<file path="config.mk">
export PLATFORM = sky130hd
export DESIGN_NAME = aurora_block_sync_ctrl
export DESIGN_NICKNAME = d
export VERILOG_FILES = /design/src/rtl/aurora_rx_pkg.sv /design/src/rtl/aurora_sync_window.sv /design/src/rtl/aurora_block_sync_ctrl.sv
export SDC_FILE = /design/constraint.sdc
export NUM_CORES = 1
export LEC_CHECK = 0
export CORE_UTILIZATION = 35
export DETAILED_ROUTE_END_ITERATION = 10
export GPL_ROUTABILITY_DRIVEN = 0
export GPL_TIMING_DRIVEN = 0
export PLACE_DENSITY = 0.61
export SLEW_MARGIN = 15
export SYNTH_ARGS = -nofsm -noshare
export SYNTH_HDL_FRONTEND = slang
export SYNTH_HIERARCHICAL = 1
export SYNTH_SLANG_ARGS = --single-unit
</file>
<file path="constraint.sdc">
create_clock -name clk_rx_i -period 3.6 [get_ports clk_rx_i]
set_clock_uncertainty 0.05 [all_clocks]
set_input_delay 0.54 -clock clk_rx_i [delete_from_list [all_inputs] [get_ports clk_rx_i]]
set_output_delay 0.54 -clock clk_rx_i [all_outputs]
set_load 0.05 [all_outputs]
</file>
<file path="src/rtl/aurora_rx_pkg.sv">
// aurora_rx_pkg: shared constants and types for the Aurora 64b/66b RX lane.
//   HDR_DATA / HDR_CTRL : the two legal sync header encodings.
//   sync_state_t        : block-lock FSM states (HUNT, WAIT, LOCKED).
//   hdr_good()          : true when a sync header is one of the legal encodings.
package aurora_rx_pkg;

  localparam logic [1:0] HDR_DATA = 2'b01;
  localparam logic [1:0] HDR_CTRL = 2'b10;

  typedef enum logic [1:0] {
    HUNT   = 2'd0,
    WAIT   = 2'd1,
    LOCKED = 2'd2
  } sync_state_t;

  function automatic logic hdr_good(input logic [1:0] hdr);
    return (hdr == HDR_DATA) || (hdr == HDR_CTRL);
  endfunction

endpackage

</file>
<file path="src/rtl/aurora_sync_window.sv">
// aurora_sync_window: bad-header window counter used while block-locked.
//   clk_rx_i, rst_i : lane clock, synchronous active-high reset.
//   en_i            : high while locked; low clears both counters.
//   hdr_valid_i     : a header is presented this cycle.
//   hdr_bad_i       : the presented header is illegal.
//   lose_lock_o     : combinational; this header is the BAD_MAX-th bad one
//                     inside the current window.
module aurora_sync_window #(
  parameter int WIN_LEN = 1024,
  parameter int BAD_MAX = 16
) (
  input  logic clk_rx_i,
  input  logic rst_i,
  input  logic en_i,
  input  logic hdr_valid_i,
  input  logic hdr_bad_i,
  output logic lose_lock_o
);

  localparam int WIN_W = $clog2(WIN_LEN + 1);
  localparam int BAD_W = $clog2(BAD_MAX + 1);
  localparam logic [WIN_W-1:0] WIN_LAST = WIN_W'(WIN_LEN - 1);
  localparam logic [BAD_W-1:0] BAD_LAST = BAD_W'(BAD_MAX - 1);

  logic [WIN_W-1:0] win_cnt_q, win_cnt_d;
  logic [BAD_W-1:0] bad_cnt_q, bad_cnt_d;

  // Threshold is checked before the wrap, so a BAD_MAX-th bad header on the
  // last window slot still drops lock.
  assign lose_lock_o = en_i && hdr_valid_i && hdr_bad_i && (bad_cnt_q == BAD_LAST);

  always_comb begin
    win_cnt_d = win_cnt_q;
    bad_cnt_d = bad_cnt_q;
    if (!en_i || lose_lock_o) begin
      win_cnt_d = '0;
      bad_cnt_d = '0;
    end else if (hdr_valid_i) begin
      if (win_cnt_q == WIN_LAST) begin
        win_cnt_d = '0;
        bad_cnt_d = '0;
      end else begin
        win_cnt_d = win_cnt_q + WIN_W'(1);
        if (hdr_bad_i) bad_cnt_d = bad_cnt_q + BAD_W'(1);
      end
    end
  end

  always_ff @(posedge clk_rx_i) begin
    if (rst_i) begin
      win_cnt_q <= '0;
      bad_cnt_q <= '0;
    end else begin
      win_cnt_q <= win_cnt_d;
      bad_cnt_q <= bad_cnt_d;
    end
  end

endmodule

</file>
<file path="src/rtl/aurora_block_sync_ctrl.sv">
// aurora_block_sync_ctrl: block-lock controller for an Aurora 64b/66b RX lane.
// Hunts for sync-header alignment by pulsing gearbox slips, escalates to a
// SERDES bitslip after MAX_SLIPS unsuccessful slips, and tracks lock quality
// with a bad-header window once locked.
//   clk_rx_i, rst_i  : lane clock, synchronous active-high reset.
//   header_i         : 2-bit sync header from the gearbox.
//   header_valid_i   : header_i qualifies this cycle.
//   slip_o           : one-cycle gearbox slip request.
//   serdes_slip_o    : one-cycle SERDES bitslip request.
//   locked_o         : block lock achieved.
//   stat_o           : {locked, serdes-slip sticky, lock-loss count[5:0]} when
//                      AURORA_SYNC_STATS_EN is defined, else {locked, 7'b0}.
module aurora_block_sync_ctrl
  import aurora_rx_pkg::*;
#(
  parameter int LOCK_CNT  = 64,
  parameter int WIN_LEN   = 1024,
  parameter int BAD_MAX   = 16,
  parameter int SLIP_WAIT = 16,
  parameter int MAX_SLIPS = 66
) (
  input  logic       clk_rx_i,
  input  logic       rst_i,
  input  logic [1:0] header_i,
  input  logic       header_valid_i,
  output logic       slip_o,
  output logic       serdes_slip_o,
  output logic       locked_o,
  output logic [7:0] stat_o
);

  localparam int GOOD_W = $clog2(LOCK_CNT + 1);
  localparam int SLIP_W = $clog2(MAX_SLIPS + 1);
  localparam int WAIT_W = (SLIP_WAIT < 1) ? 1 : $clog2(SLIP_WAIT + 1);
  localparam logic [GOOD_W-1:0] GOOD_LAST = GOOD_W'(LOCK_CNT - 1);
  localparam logic [SLIP_W-1:0] SLIP_LAST = SLIP_W'(MAX_SLIPS - 1);
  localparam logic [WAIT_W-1:0] WAIT_LAST = WAIT_W'(SLIP_WAIT - 1);

  sync_state_t       state_q, state_d;
  logic [GOOD_W-1:0] good_cnt_q, good_cnt_d;
  logic [SLIP_W-1:0] slip_cnt_q, slip_cnt_d;
  logic [WAIT_W-1:0] wait_cnt_q, wait_cnt_d;
  logic              slip_q, slip_d;
  logic              serdes_slip_q, serdes_slip_d;
  logic              locked_q, locked_d;
  logic              hdr_bad;
  logic              lose_lock;

  assign hdr_bad = !hdr_good(header_i);

  aurora_sync_window #(
    .WIN_LEN (WIN_LEN),
    .BAD_MAX (BAD_MAX)
  ) u_win (
    .clk_rx_i    (clk_rx_i),
    .rst_i       (rst_i),
    .en_i        (state_q == LOCKED),
    .hdr_valid_i (header_valid_i),
    .hdr_bad_i   (hdr_bad),
    .lose_lock_o (lose_lock)
  );

  always_comb begin
    state_d       = state_q;
    good_cnt_d    = good_cnt_q;
    slip_cnt_d    = slip_cnt_q;
    wait_cnt_d    = wait_cnt_q;
    slip_d        = 1'b0;
    serdes_slip_d = 1'b0;
    locked_d      = locked_q;
    case (state_q)
      HUNT: begin
        if (header_valid_i) begin
          if (!hdr_bad) begin
            if (good_cnt_q == GOOD_LAST) begin
              state_d    = LOCKED;
              good_cnt_d = '0;
              slip_cnt_d = '0;
              locked_d   = 1'b1;
            end else begin
              good_cnt_d = good_cnt_q + GOOD_W'(1);
            end
          end else begin
            good_cnt_d = '0;
            wait_cnt_d = '0;
            // With no settle time there is nothing to wait for.
            state_d    = (SLIP_WAIT < 1) ? HUNT : WAIT;
            if (slip_cnt_q == SLIP_LAST) begin
              serdes_slip_d = 1'b1;
              slip_cnt_d    = '0;
            end else begin
              slip_d     = 1'b1;
              slip_cnt_d = slip_cnt_q + SLIP_W'(1);
            end
          end
        end
      end
      // Gearbox output is unsettled after a slip; headers are ignored here.
      WAIT: begin
        if (wait_cnt_q == WAIT_LAST) begin
          state_d    = HUNT;
          wait_cnt_d = '0;
          good_cnt_d = '0;
        end else begin
          wait_cnt_d = wait_cnt_q + WAIT_W'(1);
        end
      end
      LOCKED: begin
        // No slip on loss of lock; the next bad header in HUNT slips.
        if (lose_lock) begin
          state_d    = HUNT;
          good_cnt_d = '0;
          slip_cnt_d = '0;
          wait_cnt_d = '0;
          locked_d   = 1'b0;
        end
      end
      default: begin
        state_d  = HUNT;
        locked_d = 1'b0;
      end
    endcase
  end

  always_ff @(posedge clk_rx_i) begin
    if (rst_i) begin
      state_q       <= HUNT;
      good_cnt_q    <= '0;
      slip_cnt_q    <= '0;
      wait_cnt_q    <= '0;
      slip_q        <= 1'b0;
      serdes_slip_q <= 1'b0;
      locked_q      <= 1'b0;
    end else begin
      state_q       <= state_d;
      good_cnt_q    <= good_cnt_d;
      slip_cnt_q    <= slip_cnt_d;
      wait_cnt_q    <= wait_cnt_d;
      slip_q        <= slip_d;
      serdes_slip_q <= serdes_slip_d;
      locked_q      <= locked_d;
    end
  end

  assign slip_o        = slip_q;
  assign serdes_slip_o = serdes_slip_q;
  assign locked_o      = locked_q;

`ifdef AURORA_SYNC_STATS_EN
  logic       sticky_q, sticky_d;
  logic [5:0] loss_q, loss_d;

  always_comb begin
    sticky_d = sticky_q | serdes_slip_d;
    loss_d   = loss_q;
    if (state_q == LOCKED && lose_lock && loss_q != 6'd63) loss_d = loss_q + 6'd1;
  end

  always_ff @(posedge clk_rx_i) begin
    if (rst_i) begin
      sticky_q <= 1'b0;
      loss_q   <= '0;
    end else begin
      sticky_q <= sticky_d;
      loss_q   <= loss_d;
    end
  end

  assign stat_o = {locked_q, sticky_q, loss_q};
`else
  assign stat_o = {locked_q, 7'b0};
`endif

endmodule
</file>
==> impl_metrics.json, run 1 <==
{
  "power_density_nw_per_um2": 388,
  "worstSetupEndpointType": "flop",
  "hold_viol": 0,
  "port_buffers": 8,
  "setup_viol": 0,
  "ys_seq_area_share_pct": 37.5,
  "rsz0062_at_grt": "false",
  "cts_buffers": 5,
  "cts-htree-levels": 2,
  "netlist.area_leader.share_pct": 37.5,
  "synth_edf_count": 0,
  "synthTopCellsByCount": "40 x dfxtp_1, 21 x nor2_1, 17 x nand2_1, 15 x nand3_1",
  "antenna_found_initial": 0,
  "wl_per_cell_microns": 11.5,
  "yosysTopAreaCell": "dfxtp_1",
  "syn_area_per_cell_sq_um": 8.72,
  "synth.most_common_cell": "dfxtp_1",
  "crit_fanout": 10,
  "clock_path_buffers": 2,
  "drtIter0Drc": 47,
  "root_buffer": "clkbuf_8",
  "grt_use_met2_pct": 19.7,
  "fin_crit_sh_pct": 84.5,
  "worstMarginPinSlew_ns": 0.964,
  "slew_violations": 0,
  "netlist_instances": 245,
  "grt.overflow.total": 0,
  "clkTransAtPathRegs_ns": 0.07,
  "die_h_microns": 80.1,
  "layout-drive-gt1-share_pct": 11.6,
  "outcome": "completed",
  "wl_microns": 3930,
  "hold_class": "reg -> reg",
  "vias": 1736,
  "diodes": 0,
  "nFillCells": 614,
  "initial_core_util_pct": 36.1,
  "reg2reg_slack_ns": 1.09,
  "ctsResizeCount": 0,
  "dp.cells": 334,
  "drc_errors": 0,
  "synthFlopType": "dfxtp_1",
  "total_leakage_power_nw": 0.918,
  "core-area_sq_um": 5920,
  "drt_pass1_iterations": 4,
  "grt_max_degree": 13,
  "synth_cell_types": 55,
  "hold_buffers": 0,
  "synth-seq-cells": 40,
  "num_io_pins": 16,
  "fmax_mhz": 329,
  "cts_tree": "done",
  "gr-usage-met3_pct": 3.75,
  "grt_pass1_vias": 1455,
  "postRouteAntennaNets": 0,
  "critPathRequiredTime_ns": 3.78,
  "stdcell_count": 342,
  "peakVddDrop_mv": 0.263,
  "vias_per_cell": 5.08,
  "async_flop_share_pct": 0,
  "start_kind": "input port",
  "slew_headroom_pct": 34.1,
  "die_w_microns": 80.1,
  "row_count": 28,
  "grt_use_met1_pct": 17.9,
  "period_minus_slack_ns": 3.04,
  "setup-tns-final_ns": 0,
  "cts_setup_buffers": 0,
  "grt_busiest_layer": "met2",
  "clk_latency_ns": 0.29,
  "synth_area_leaders": "dfxtp_1 37%, ha_1 6.4%, nor2_1 3.7%",
  "yosys_warnings": 6,
  "worstSetupPathType": "in -> reg",
  "synthToLayoutAreaGrowth_pct": 14.2,
  "grt_use_total_pct": 13.1,
  "cts.sinks": 40,
  "cp.arrival_ns": 3.22,
  "grt_pass1_wl_microns": 6590,
  "dieArea_sq_um": 6420,
  "drv_cap": 0,
  "num-nets-final": 282,
  "synth_area_sq_um": 2140,
  "dp_hpwl_microns": 2810
}
==> cells in the final DEF (no fill, tap or decap), drive strengths merged, types with 2 or more instances in the layout <==
| master | n |
|---|---|
| a31oi | 2 |
| xor2 | 6 |
| nand3b | 2 |
| nand3 | 16 |
| a21oi | 11 |
| nand4b | 2 |
| nor4 | 5 |
| nand2 | 17 |
| conb | 7 |
| nor4b | 2 |
| o22ai | 3 |
| nand4 | 5 |
| dfxtp | 40 |
| o21ai | 7 |
| clkbuf | 8 |
| nand2b | 7 |
| clkdlybuf4s50 | 8 |
| buf | 12 |
| and3 | 6 |
| nor2 | 21 |
| mux2i | 2 |
| nor3 | 10 |
| a221o | 4 |
| or3 | 6 |
| o211a | 2 |
| o31ai | 2 |
| or2 | 5 |
| xnor2 | 4 |
| a2111o | 2 |
| nor2b | 5 |
| inv | 10 |
| ha | 11 |
==> worst max-delay path: stages <==
cell,delay [ns]
clkdlybuf4s50_1,0.47
xor2_1,0.37
inv_1,0.28
nand3_1,0.19
nor2_1,0.06
nor2b_1,0.36
nor2_1,0.20
a31oi_1,0.49
mux2_2,0.26
==> final timing paths <==
path              cells past startpoint            endpoint                from
hold / removal                        2  u_win/bad_cnt_q[4]  u_win/bad_cnt_q[4]
hold reg to reg                       2  u_win/bad_cnt_q[4]  u_win/bad_cnt_q[4]
setup reg to reg                      9       wait_cnt_q[4]  u_win/bad_cnt_q[0]
setup / recovery                      9       slip_cnt_q[0]         header_i[1]
==> flip-flops by register name, summed over array words and instances (netlist names) <==
signal	cells
slip_cnt_q	7
locked_o	1
wait_cnt_q	5
slip_o	1
u_win/bad_cnt_q	5
good_cnt_q	7
serdes_slip_o	1
u_win/win_cnt_q	11
state_q	2
==> metrics by stage <==
| stage | hold slack, ns | total power, mW | setup slack [ns] | util, % | instance area [sq um] |
|---|---|---|---|---|---|
| floorplan | 0.393 | 0.568 | 1.25 | - | 2160 |
| global placement | 0.411 | 0.595 | 0.314 | 39.4 | 2330 |
| global route | 0.452 | 0.994 | 0.329 | 41.2 | 2440 |
| CTS | 0.426 | 0.963 | 0.602 | 41.2 | 2440 |
| finish | 0.423 | 0.948 | 0.559 | 41.2 | 2440 |
| detailed placement | 0.415 | 0.596 | 0.306 | 39.4 | 2330 |
==> layout make-up <==
| type | instances | area (sq um) | area share [%] |
|---|---|---|---|
| multi-input cells | 187 | 1220 | 50.0 |
| flip-flops and latches | 40 | 801 | 32.8 |
| plain buffers | 14 | 100 | 4.10 |
| well taps | 75 | 93.8 | 3.84 |
| repair buffers | 8 | 80.1 | 3.28 |
| clock buffers | 6 | 72.6 | 2.97 |
| inverters | 10 | 37.5 | 1.54 |
| clock inverters | 2 | 35.0 | 1.44 |
==> routing by layer <==
layer | vias to the layer above | share of wire, %
met2 | 24 | 42
met1 | 794 | 54
met5 | - | 0
met3 | 2 | 3.1
li1 | 916 | -
met4 | 0 | 0.69
==> cell families (layout without fill, tap and decap cells) <==
group / Yosys count / after routing / share of synthesized area, %
flops: 40 / 40 / 37.5
xor+xnor: 10 / 10 / 4.10
simple gates: 114 / 114 / 29.9
buf+inv: 24 / 40 / 6.44
compound gates: 42 / 42 / 14.0
mux: 3 / 3 / 1.46
fa+ha+maj: 11 / 11 / 6.44
other cells: 1 / 7 / 0.175
==> where the power goes <==
group	internal [mW]	switching (mW)
combinational	0.0486	0.0816
clock	0.206	0.155
sequential	0.450	0.00644
total	0.704	0.243
(Power assumes the default switching activity.)
==> inputs of run 2 (changes only) <==
==> constraint.sdc (replaced) <==
create_clock -name clk_rx_i -period 3.1 [get_ports clk_rx_i]
set_clock_uncertainty 0.05 [all_clocks]
set_input_delay 0.465 -clock clk_rx_i [delete_from_list [all_inputs] [get_ports clk_rx_i]]
set_output_delay 0.465 -clock clk_rx_i [all_outputs]
set_load 0.05 [all_outputs]
==> run 2 against run 1 <==
Compared with the run above:
- sequential share of layout area down 0.084 points
- final cell count unchanged
- count of clock-buffer cells in the layout unchanged
- power up 16%
- cell area up 0.26%
- core utilization up 0.11 points
- combinational power up 18%
- sequential power up 16%
- highest routed layer unchanged
==> impl_metrics.json, run 2 (synthesis gave the netlist of run 1 again) <==
{
  "port_buffers": 8,
  "drtIter0Drc": 47,
  "dieArea_sq_um": 6420,
  "grt.overflow.total": 0,
  "power_switching_uw": 284,
  "total_leakage_power_nw": 0.918,
  "clkTransAtPathRegs_ns": 0.08,
  "period_minus_slack_ns": 2.84,
  "nFillCells": 612,
  "final_common_cell": "dfxtp_1",
  "antenna_found_initial": 0,
  "drv_cap": 0,
  "crit_top_cell": "nand3_1",
  "slew_headroom_pct": 33.3,
  "num-nets-final": 282,
  "core-area_sq_um": 5920,
  "die_w_microns": 80.1,
  "largest_reg_flops": 11,
  "hold_class": "reg -> reg",
  "postRouteAntennaNets": 0,
  "p_seq_share_pct": 48.1,
  "wl_microns": 3930,
  "grt_pass1_wl_microns": 6590,
  "layout-drive-gt1-share_pct": 12.0,
  "wl_per_cell_microns": 11.5,
  "grt_pass1_vias": 1455,
  "final_util_pct": 41.3,
  "grt_max_degree": 13,
  "num_io_pins": 16,
  "p_sw_share_pct": 25.7,
  "worstMarginPinSlew_ns": 0.976,
  "start_kind": "input port",
  "drc_errors": 0,
  "setup-tns-final_ns": 0,
  "hold_viol": 0,
  "root_buffer": "clkbuf_8",
  "clock_path_buffers": 2,
  "power.share.clock_pct": 38.1,
  "worstSetupEndpointType": "flop",
  "regMostFlops": "u_win/win_cnt_q",
  "fmax_mhz": 353,
  "cpMaxStageDelayCell": "a2111oi_0",
  "critPathRequiredTime_ns": 3.27,
  "initial_core_util_pct": 36.1,
  "comb_power_share_pct": 13.9,
  "setup_viol": 0,
  "dp_hpwl_microns": 2810,
  "drt_pass1_iterations": 4,
  "cts-htree-levels": 2,
  "p_int_uw": 819,
  "cts_tree": "done",
  "outcome": "completed",
  "cts_setup_buffers": 0,
  "ctsResizeCount": 0,
  "worstSetupPathType": "in -> reg",
  "row_count": 28,
  "grt_use_total_pct": 13.1,
  "hold_buffers": 0,
  "cp.arrival_ns": 3.00,
  "post_dp_cell_area_sq_um": 2330,
  "vias_per_cell": 5.07,
  "peakVddDrop_mv": 0.305,
  "path_cells": "clkdlybuf4s50_1, xor2_1, inv_1, nand3_1, nor2_1, nor2b_1, a2111oi_0, nand3_1, a21oi_1",
  "vias": 1734,
  "synthToLayoutAreaGrowth_pct": 14.5,
  "clk_latency_ns": 0.29,
  "fin_crit_sh_pct": 91.5,
  "cts_buffers": 5,
  "reg.largest.list": "u_win/win_cnt_q x11, good_cnt_q x7, slip_cnt_q x7",
  "rsz0062_at_grt": "false",
  "slew_violations": 0,
  "crit_path_max_incr_delay_ns": 0.85,
  "diodes": 0,
  "cts.sinks": 40,
  "total_power_mw": 1.10,
  "power_density_nw_per_um2": 450,
  "crit_fanout": 10,
  "design_area_sq_um": 2450,
  "most-common-layout-cells": "40 x dfxtp_1, 21 x nor2_1, 17 x nand2_1",
  "die_h_microns": 80.1
}
==> run 2: cell counts in the layout (fill, tap and decap cells not counted) <==
Identical to the previous run, type by type.
==> run 2: power groups by stage <==
stage / Combinational, mW / Clock (mW) / Sequential, mW
CTS: 0.150 / 0.437 / 0.530
detailed placement: 0.149 / 0 / 0.542
finish: 0.153 / 0.420 / 0.530
global placement: 0.149 / 0 / 0.542
floorplan: 0.116 / 0 / 0.544
global route: 0.168 / 0.457 / 0.532
==> run 2: final cells by class <==
cell class                 instances  area [sq um]  area share [%]
multi-input combinational        187          1230            50.2
sequential                        40           801            32.7
buffer                            14           100            4.09
tap                               75          93.8            3.83
timing repair buffer               8          80.1            3.27
clock buffer                       6          72.6            2.97
inverter                          10          37.5            1.53
clock inverter                     2          35.0            1.43
==> run 2: through the flow <==
step | worst slack [ns] | hold WS [ns] | instances
2_1_floorplan | 0.830 | 0.393 | 251
3_3_place_gp | -0.111 | 0.411 | 334
3_5_place_dp | -0.119 | 0.415 | 334
4_1_cts | 0.177 | 0.426 | 342
5_1_grt | 0.00739 | 0.452 | 342
6_report | 0.265 | 0.423 | 342
==> run 2: per-layer routing <==
metal  track usage (%)  up-vias  routed length, microns
li1                  -      917                       -
met1              17.9      788                    2090
met2              19.7       27                    1670
met3              3.75        2                     142
met4              4.29        0                      27
met5                 0        -                       0
==> run 2: path summary, 6_finish.rpt <==
check	from	endpoint	slack, ns	cells past startpoint
worst min-delay path	u_win/bad_cnt_q[4]	u_win/bad_cnt_q[4]	0.42	2
worst max-delay path	header_i[1]	wait_cnt_q[1]	0.26	9
worst min register to register	u_win/bad_cnt_q[4]	u_win/bad_cnt_q[4]	0.42	2
worst max register to register	u_win/bad_cnt_q[0]	wait_cnt_q[1]	0.58	9
==> run 2: critical path: cells and delay by family <==
kind | cells | cell delay, ns
AND/OR/NAND/NOR | 4 | 0.58
buffers and inverters | 2 | 0.71
XOR/XNOR | 1 | 0.23
AO/OA/AOI/OAI | 2 | 1.02
